**config.mk**
```make
export PLATFORM = sky130hd
export DESIGN_NAME = tdm_demux_1x16_flat
export DESIGN_NICKNAME = d
export VERILOG_FILES = /design/src/rtl/tdm_demux_if.sv /design/src/rtl/tdm_demux_1x16.sv /design/src/flat_wrapper.sv
export SDC_FILE = /design/constraint.sdc
export NUM_CORES = 1
export LEC_CHECK = 0
export CORE_AREA = 5 5 66 68
export DETAILED_ROUTE_END_ITERATION = 10
export DIE_AREA = 0 0 71 73
export HOLD_SLACK_MARGIN = 0.08
export PLACE_DENSITY_LB_ADDON = 0.1
export SETUP_SLACK_MARGIN = 0.02
export SYNTH_ARGS = -nofsm -noshare
export SYNTH_HDL_FRONTEND = slang
export SYNTH_SLANG_ARGS = --single-unit
```
**constraint.sdc**
```tcl
create_clock -name clk -period 1.6 [get_ports clk]
set_clock_uncertainty 0.2 [all_clocks]
set_input_delay 0.16 -clock clk [delete_from_list [all_inputs] [get_ports clk]]
set_output_delay 0.16 -clock clk [all_outputs]
set_load 0.01 [all_outputs]
```
**src/rtl/tdm_demux_if.sv**
```systemverilog
// Bus between a 1-bit TDM link receiver and its 16-bit parallel frame output.
// The master modport drives the serial stream. The slave modport is the demux side.
interface tdm_demux_if #(
    parameter int N  = 16,
    parameter int SW = 4
);
    logic          din;
    logic          din_valid;
    logic          sof;
    logic [N-1:0]  out;
    logic          out_valid;
    logic [SW-1:0] slot;
    logic          frame_err;

    modport master (
        output din, din_valid, sof,
        input  out, out_valid, slot, frame_err
    );

    modport slave (
        input  din, din_valid, sof,
        output out, out_valid, slot, frame_err
    );
endinterface

```
**src/rtl/tdm_demux_1x16.sv**
```systemverilog
// 1:16 TDM demultiplexer. Serial slot k of a frame lands on out[k].
// Completed frames are presented as a registered word with a one-cycle valid pulse.
module tdm_demux_1x16 #(
    parameter int N  = 16,
    parameter int SW = 4
) (
    input logic        clk,
    input logic        rst,
    tdm_demux_if.slave bus
);
    typedef enum logic {
        IDLE    = 1'b0,
        CAPTURE = 1'b1
    } state_t;

    localparam logic [SW-1:0] LAST_SLOT = SW'(N - 1);

    state_t        state_p0, state_d;
    logic [SW-1:0] slot_p0, slot_d;
    logic [N-1:0]  shadow_p0, shadow_d;
    logic [N-1:0]  out_p0, out_d;
    logic          vld_p0, vld_d;
    logic          err_p0, err_d;

    always_comb begin
        state_d  = state_p0;
        slot_d   = slot_p0;
        shadow_d = shadow_p0;
        out_d    = out_p0;
        vld_d    = 1'b0;
        err_d    = 1'b0;

        if (bus.din_valid) begin
            unique case (state_p0)
                IDLE: begin
                    // Bits arriving before a frame start are dropped silently.
                    if (bus.sof) begin
                        shadow_d[0] = bus.din;
                        slot_d      = SW'(1);
                        state_d     = CAPTURE;
                    end
                end
                CAPTURE: begin
                    if (bus.sof) begin
                        // Resynchronise on the new frame; the partial one is lost.
                        err_d       = 1'b1;
                        shadow_d[0] = bus.din;
                        slot_d      = SW'(1);
                    end else if (slot_p0 == LAST_SLOT) begin
                        out_d   = {bus.din, shadow_p0[N-2:0]};
                        vld_d   = 1'b1;
                        slot_d  = '0;
                        state_d = IDLE;
                    end else begin
                        shadow_d[slot_p0] = bus.din;
                        slot_d            = slot_p0 + SW'(1);
                    end
                end
                default: begin
                    state_d = IDLE;
                    slot_d  = '0;
                end
            endcase
        end
    end

    // Stage p0: all state and outputs registered here.
    always_ff @(posedge clk) begin
        if (rst) begin
            state_p0  <= IDLE;
            slot_p0   <= '0;
            shadow_p0 <= '0;
            out_p0    <= '0;
            vld_p0    <= 1'b0;
            err_p0    <= 1'b0;
        end else begin
            state_p0  <= state_d;
            slot_p0   <= slot_d;
            shadow_p0 <= shadow_d;
            out_p0    <= out_d;
            vld_p0    <= vld_d;
            err_p0    <= err_d;
        end
    end

    assign bus.out       = out_p0;
    assign bus.out_valid = vld_p0;
    assign bus.slot      = slot_p0;
    assign bus.frame_err = err_p0;
endmodule

```
**src/flat_wrapper.sv**
```systemverilog
// flat-port wrapper written by rule: the top's interface ports become plain ports
module tdm_demux_1x16_flat 
#(
    parameter int N  = 16,
    parameter int SW = 4
)
  (clk, rst, bus_din, bus_din_valid, bus_sof, bus_out, bus_out_valid, bus_slot, bus_frame_err);
  tdm_demux_if #(.N(N), .SW(SW)) bus_i ();
  input logic clk;
  input logic rst;
  input wire logic [$bits(bus_i.din)-1:0] bus_din;
  input wire logic [$bits(bus_i.din_valid)-1:0] bus_din_valid;
  input wire logic [$bits(bus_i.sof)-1:0] bus_sof;
  output wire logic [$bits(bus_i.out)-1:0] bus_out;
  output wire logic [$bits(bus_i.out_valid)-1:0] bus_out_valid;
  output wire logic [$bits(bus_i.slot)-1:0] bus_slot;
  output wire logic [$bits(bus_i.frame_err)-1:0] bus_frame_err;
  assign bus_i.din = bus_din;
  assign bus_i.din_valid = bus_din_valid;
  assign bus_i.sof = bus_sof;
  assign bus_out = bus_i.out;
  assign bus_out_valid = bus_i.out_valid;
  assign bus_slot = bus_i.slot;
  assign bus_frame_err = bus_i.frame_err;
  tdm_demux_1x16 #(.N(N), .SW(SW)) u_core (.clk(clk), .rst(rst), .bus(bus_i));
endmodule
```
Word-level counts from Yosys, hierarchy flattened
Index checks and enable logic that the tools add are counted.
{"block": "op_classes", "muxes": 16, "add_sub_neg": 1, "reduce_logical": 7, "n_eq_ne": 3, "bitwise_logic": 4, "magnitude_cmp": 2}
{"operator": "16-bit bitwise mux", "count": 1}
{"operator": "4-bit 2-to-1 mux", "count": 3}
{"operator": "1-bit 2-to-1 mux", "count": 8}
{"operator": "4-bit one-hot mux with 2 select lines", "count": 1}
{"operator": "4-bit AND reduction", "count": 2}
{"operator": "4-bit by 5-bit < comparator with 1-bit output (second input constant)", "count": 1}
{"operator": "4-bit by 1-bit adder with 4-bit output (second input constant)", "count": 1}
{"operator": "1-bit demux with 4-bit select", "count": 1}
{"operator": "4-bit equality test (second input constant)", "count": 1}
{"operator": "4-bit by 1-bit >= comparator with 1-bit output (second input constant)", "count": 1}
{"operator": "1-bit NOT", "count": 4}
{"operator": "1-bit one-hot mux with 2 select lines", "count": 2}
{"operator": "4-bit OR reduction", "count": 1}
{"operator": "3-bit != test (second input constant)", "count": 1}
{"operator": "3-bit AND reduction", "count": 1}
{"operator": "3-bit OR reduction", "count": 1}
{"operator": "2-bit != test (second input constant)", "count": 1}
{"operator": "2-bit AND reduction", "count": 1}
{"operator": "1-bit logical AND", "count": 1}
{"block": "totals", "output_inout_bits": 22, "reg_bits": 39, "elab_cells": 40}

Depth between registers and ports, before layout
{"block": "depth", "word_depth": 8, "depth_mapped": 5}

Least setup slack after synthesis
Ideal clock, no wire load.
{"block": "synth_timing", "path_type": "register to register", "from": "register u_core.slot_p0[1] (netlist: u_core.bus.slot[1])", "to": "register u_core.out_p0[4] (netlist: u_core.bus.out[4])", "stages_incl_launch_ff": 6, "slack_ps": -54, "period_less_slack_ps": 1654, "required_ps": 1268, "arrival_time_ps": 1321, "path_buffers": 1, "path_cell_list": "dfxtp_1 -> ha_1 -> nand4b_1 -> clkbuf_2 -> o21ai_0 -> a21oi_1"}
{"block": "synth_via", "elab_chain_len": 2}
{"item": "from (decl)", "line_no": "tdm_demux_1x16.sv:19", "source": "logic [SW-1:0] slot_p0, slot_d;"}
{"item": "from (signal assigned)", "line_no": "tdm_demux_1x16.sv:78", "source": "slot_p0 <= slot_d;"}
{"item": "4-bit equality test", "line_no": "tdm_demux_1x16.sv:49", "source": "end else if (slot_p0 == LAST_SLOT) begin"}
{"item": "4-bit AND reduction (no line)"}
{"item": "to (signal assigned)", "line_no": "tdm_demux_1x16.sv:80", "source": "out_p0 <= out_d;"}
{"item": "to (decl)", "line_no": "tdm_demux_1x16.sv:21", "source": "logic [N-1:0] out_p0, out_d;"}
Every way passes these cells.
A chain may end at the register's enable or synchronous reset.

Worst setup path after layout
{"block": "layout_timing", "from": "register u_core.out_p0[9] (netlist: u_core.bus.out[9])", "to": "output bus_out[9]"}
{"item": "to (decl)", "line_no": "flat_wrapper.sv:14", "source": "output wire logic [$bits(bus_i.out)-1:0] bus_out;"}
No word-level cell between the ends.

==> results.py <==
metrics = {
    "timing": {
        "rsz0062_at_grt": "yes",
        "worst_slew_pin_slew_ps": 322,
        "fmaxAchievable_mhz": 659,
        "finalCriticalPeriod_ps": 1520,
        "timing.final.max_slew_violations": 0,
        "setup_slack_ps": 83.3,
        "period_share": 0.948,
        "maxSlewHeadroom": 0.785,
        "finalHoldViolations": 0,
        "finalSetupViolCount": 0,
    },
    "power_and_ir_drop": {
        "combPwrFrac": 0.065,
        "p_switching_mw": 0.410,
        "power_frac_seq": 0.543,
        "peakVddDrop_v": 0.000473,
        "p_leak_nw": 0.898,
        "power_density_nw_per_um2": 793,
        "swShare": 0.233,
        "p_total_mw": 1.76,
        "clockPowerShare": 0.393,
        "internal-power_mw": 1.35,
    },
    "cts": {
        "ctsHoldBuffers": 0,
        "cts_tree": "done",
        "clock_latency_ps": 290,
        "htreeDepth": 2,
        "numClockSinks": 38,
        "numCtsBuffers": 5,
        "clk_pin_slew_ps": 80,
        "cts.root.buffer_cell": "clkbuf_8",
        "clockBufferDepth": 2,
    },
    "setup_path": {
        "crit_type": "flop to output pin",
        "rrSetupSlack_ps": 100,
        "r2r-end": "u_core.shadow_p0[11]",
        "crit_slowest_cell": "clkdlybuf4s50_1",
        "cp_top_family": "buffers and inverters",
        "rr_startpoint": "u_core.bus.slot[1]",
        "arrival_ps": 1160,
        "crit_required_ps": 1240,
        "critPathMaxStageDelay_ps": 540,
        "r2r_cells": 5,
        "cp-start-kind": "flop",
        "crit_fanout": 2,
        "critPathBufInv": 1,
        "end_kind": "output pin",
        "path_cells": "clkdlybuf4s50_1",
    },
    "min_path": {
        "hold_class": "primary input to flop",
        "min_to": "u_core.state_p0",
        "hold-path-cell-count": 3,
        "min_from": "bus_din_valid",
    },
    "synthesis": {
        "synth-edff-count": 0,
        "synthArstFlopShare": 0,
        "synth_top_area_frac": 0.454,
        "ys_types": 30,
        "synth_fp_nets": 195,
        "yosysSeqAreaShare": 0.454,
        "synth-main-ff-cell": "dfxtp_1",
        "syn_area_um2": 1680,
        "synth_area_leader_cell": "dfxtp_1",
        "syn_avg_cell_area_um2": 9.01,
        "ys_ff_latch": 38,
        "syn_inst": 186,
        "yosys_warnings": 0,
        "synth.area.top_cells": "dfxtp_1 (45%), mux2i_1 (8.4%), nand3_1 (8.1%)",
    },
    "floorplanning": {
        "die-area_um2": 5180,
        "rows": 23,
        "pin_count": 27,
        "coreArea_um2": 3800,
        "start_util": 0.441,
        "die_width_um": 71,
        "die_h_um": 73,
    },
    "drt": {
        "antenna_left": 0,
        "via_per_inst": 5.24,
        "drt-initial-drc-count": 98,
        "routedWlPerCell_um": 14.0,
        "first_pass_iters": 5,
        "vias": 1430,
        "remaining_drc_errors": 0,
        "wirelength_um": 3810,
    },
    "placement": {
        "place_congestion": 0.738,
        "place.port_buffers": 26,
        "post-place-ws_ps": -280,
        "dpl_cell_area_um2": 2060,
        "dpl.hpwl_um": 2630,
    },
    "layout": {
        "drive_gt1_frac": 0.161,
        "finalNetCount": 231,
        "postLayoutCellArea_um2": 2220,
        "utilization": 0.585,
        "num_antenna_cells": 0,
        "syn_to_final_growth_pct": 32.7,
    },
    "global_routing": {
        "grt_pass1_wl_um": 6750,
        "grt_pass1_vias": 1482,
        "antenna_found_initial": 0,
        "grt_use_total": 0.163,
        "grt_overflow": 0,
        "grt_max_degree": 39,
    },
    "outcome": {
        "outcome": "completed",
    },
    "job": {
        "cap_violations": 0,
    },
}
## how the worst max path moves through the flow
stage                     slack (ps)                   end          startpoint  depth (start not counted)
after floorplan                   40     u_core.bus.out[4]  u_core.bus.slot[0]                          5
after global placement          -210  u_core.shadow_p0[14]       bus_din_valid                          4
after detailed placement        -280  u_core.shadow_p0[14]       bus_din_valid                          4
after CTS                          5           bus_slot[0]  u_core.bus.slot[0]                          1
after global routing             -30   u_core.shadow_p0[0]  u_core.bus.slot[0]                          5
final                             80            bus_out[9]   u_core.bus.out[9]                          1
## logic make-up after synthesis
kind of cell,Yosys count,share of synthesized area
simple gates,68,0.236
flops,38,0.454
compound gates,43,0.134
buf+inv,19,0.0627
mux,14,0.0836
fa+ha+maj,4,0.0299
## metal layers
metal	global-route usage	routed length, µm	vias up
li1	-	-	726
met1	0.201	1740	667
met2	0.264	1790	33
met3	0.0510	240	4
met4	0.0710	44	0
met5	0	0	-
## cell usage in the layout, fill, tap and decap left out, drive strengths merged, types with 3 or more instances in the layout
cell type      count
dfxtp             38
nand3             27
clkdlybuf4s50     20
a21oi             19
o21ai             19
buf               19
nand2b            15
mux2i             14
nand2              8
clkbuf             6
ha                 4
inv                3
nand4b             3
nor2               3
dlymetal6s2s       3
dlygate4sd2        3
## what timing repair did
| action | 4_1_cts | 5_1_grt |
|---|---|---|
| endpoints found under the setup margin | 9 | 21 |
| resized for setup | 8 | 10 |
| setup buffers | 2 | 0 |
## power by group through the flow
stage / logic [mW] / registers, mW / clock network [mW]
3_3_place_gp: 0.107 / 0.981 / 0
4_1_cts: 0.113 / 0.957 / 0.700
5_1_grt: 0.124 / 0.957 / 0.741
3_5_place_dp: 0.108 / 0.982 / 0
6_report: 0.114 / 0.956 / 0.692
2_1_floorplan: 0.0586 / 0.980 / 0
## flip-flops by register name (all words and copies together) (netlist names)
| register | count |
|---|---|
| u_core.state_p0 | 1 |
| u_core.bus.out_valid | 1 |
| u_core.bus.out | 16 |
| u_core.bus.frame_err | 1 |
| u_core.shadow_p0 | 15 |
| u_core.bus.slot | 4 |
## per-stage QoR
step | hold slack [ps] | TNS (ps) | std cells
final | 127 | 0 | 273
after global routing | 138 | -25.9 | 273
after global placement | 253 | -3890 | 263
after CTS | 272 | 0 | 273
after detailed placement | 261 | -5330 | 263
after floorplan | 108 | 0 | 186
## synthesized netlist by cell type, types with 3 or more instances
cell type,instances
nand4b_1,3
o21ai_0,19
dfxtp_1,38
nand2b_1,15
mux2i_1,14
buf_4,3
clkbuf_1,5
nand2_1,7
a21oi_1,19
buf_2,5
ha_1,4
nand3_1,27
inv_1,3
nor2_1,3
## area by class of cell
cell class,instances,area [µm²]
fill,370,1580
multi-input combinational,129,828
sequential,38,774
timing repair buffer,45,452
clock buffer,6,82.6
tap,50,62.6
clock inverter,2,12.5
inverter,3,11.3
(Power assumes the default switching activity.)
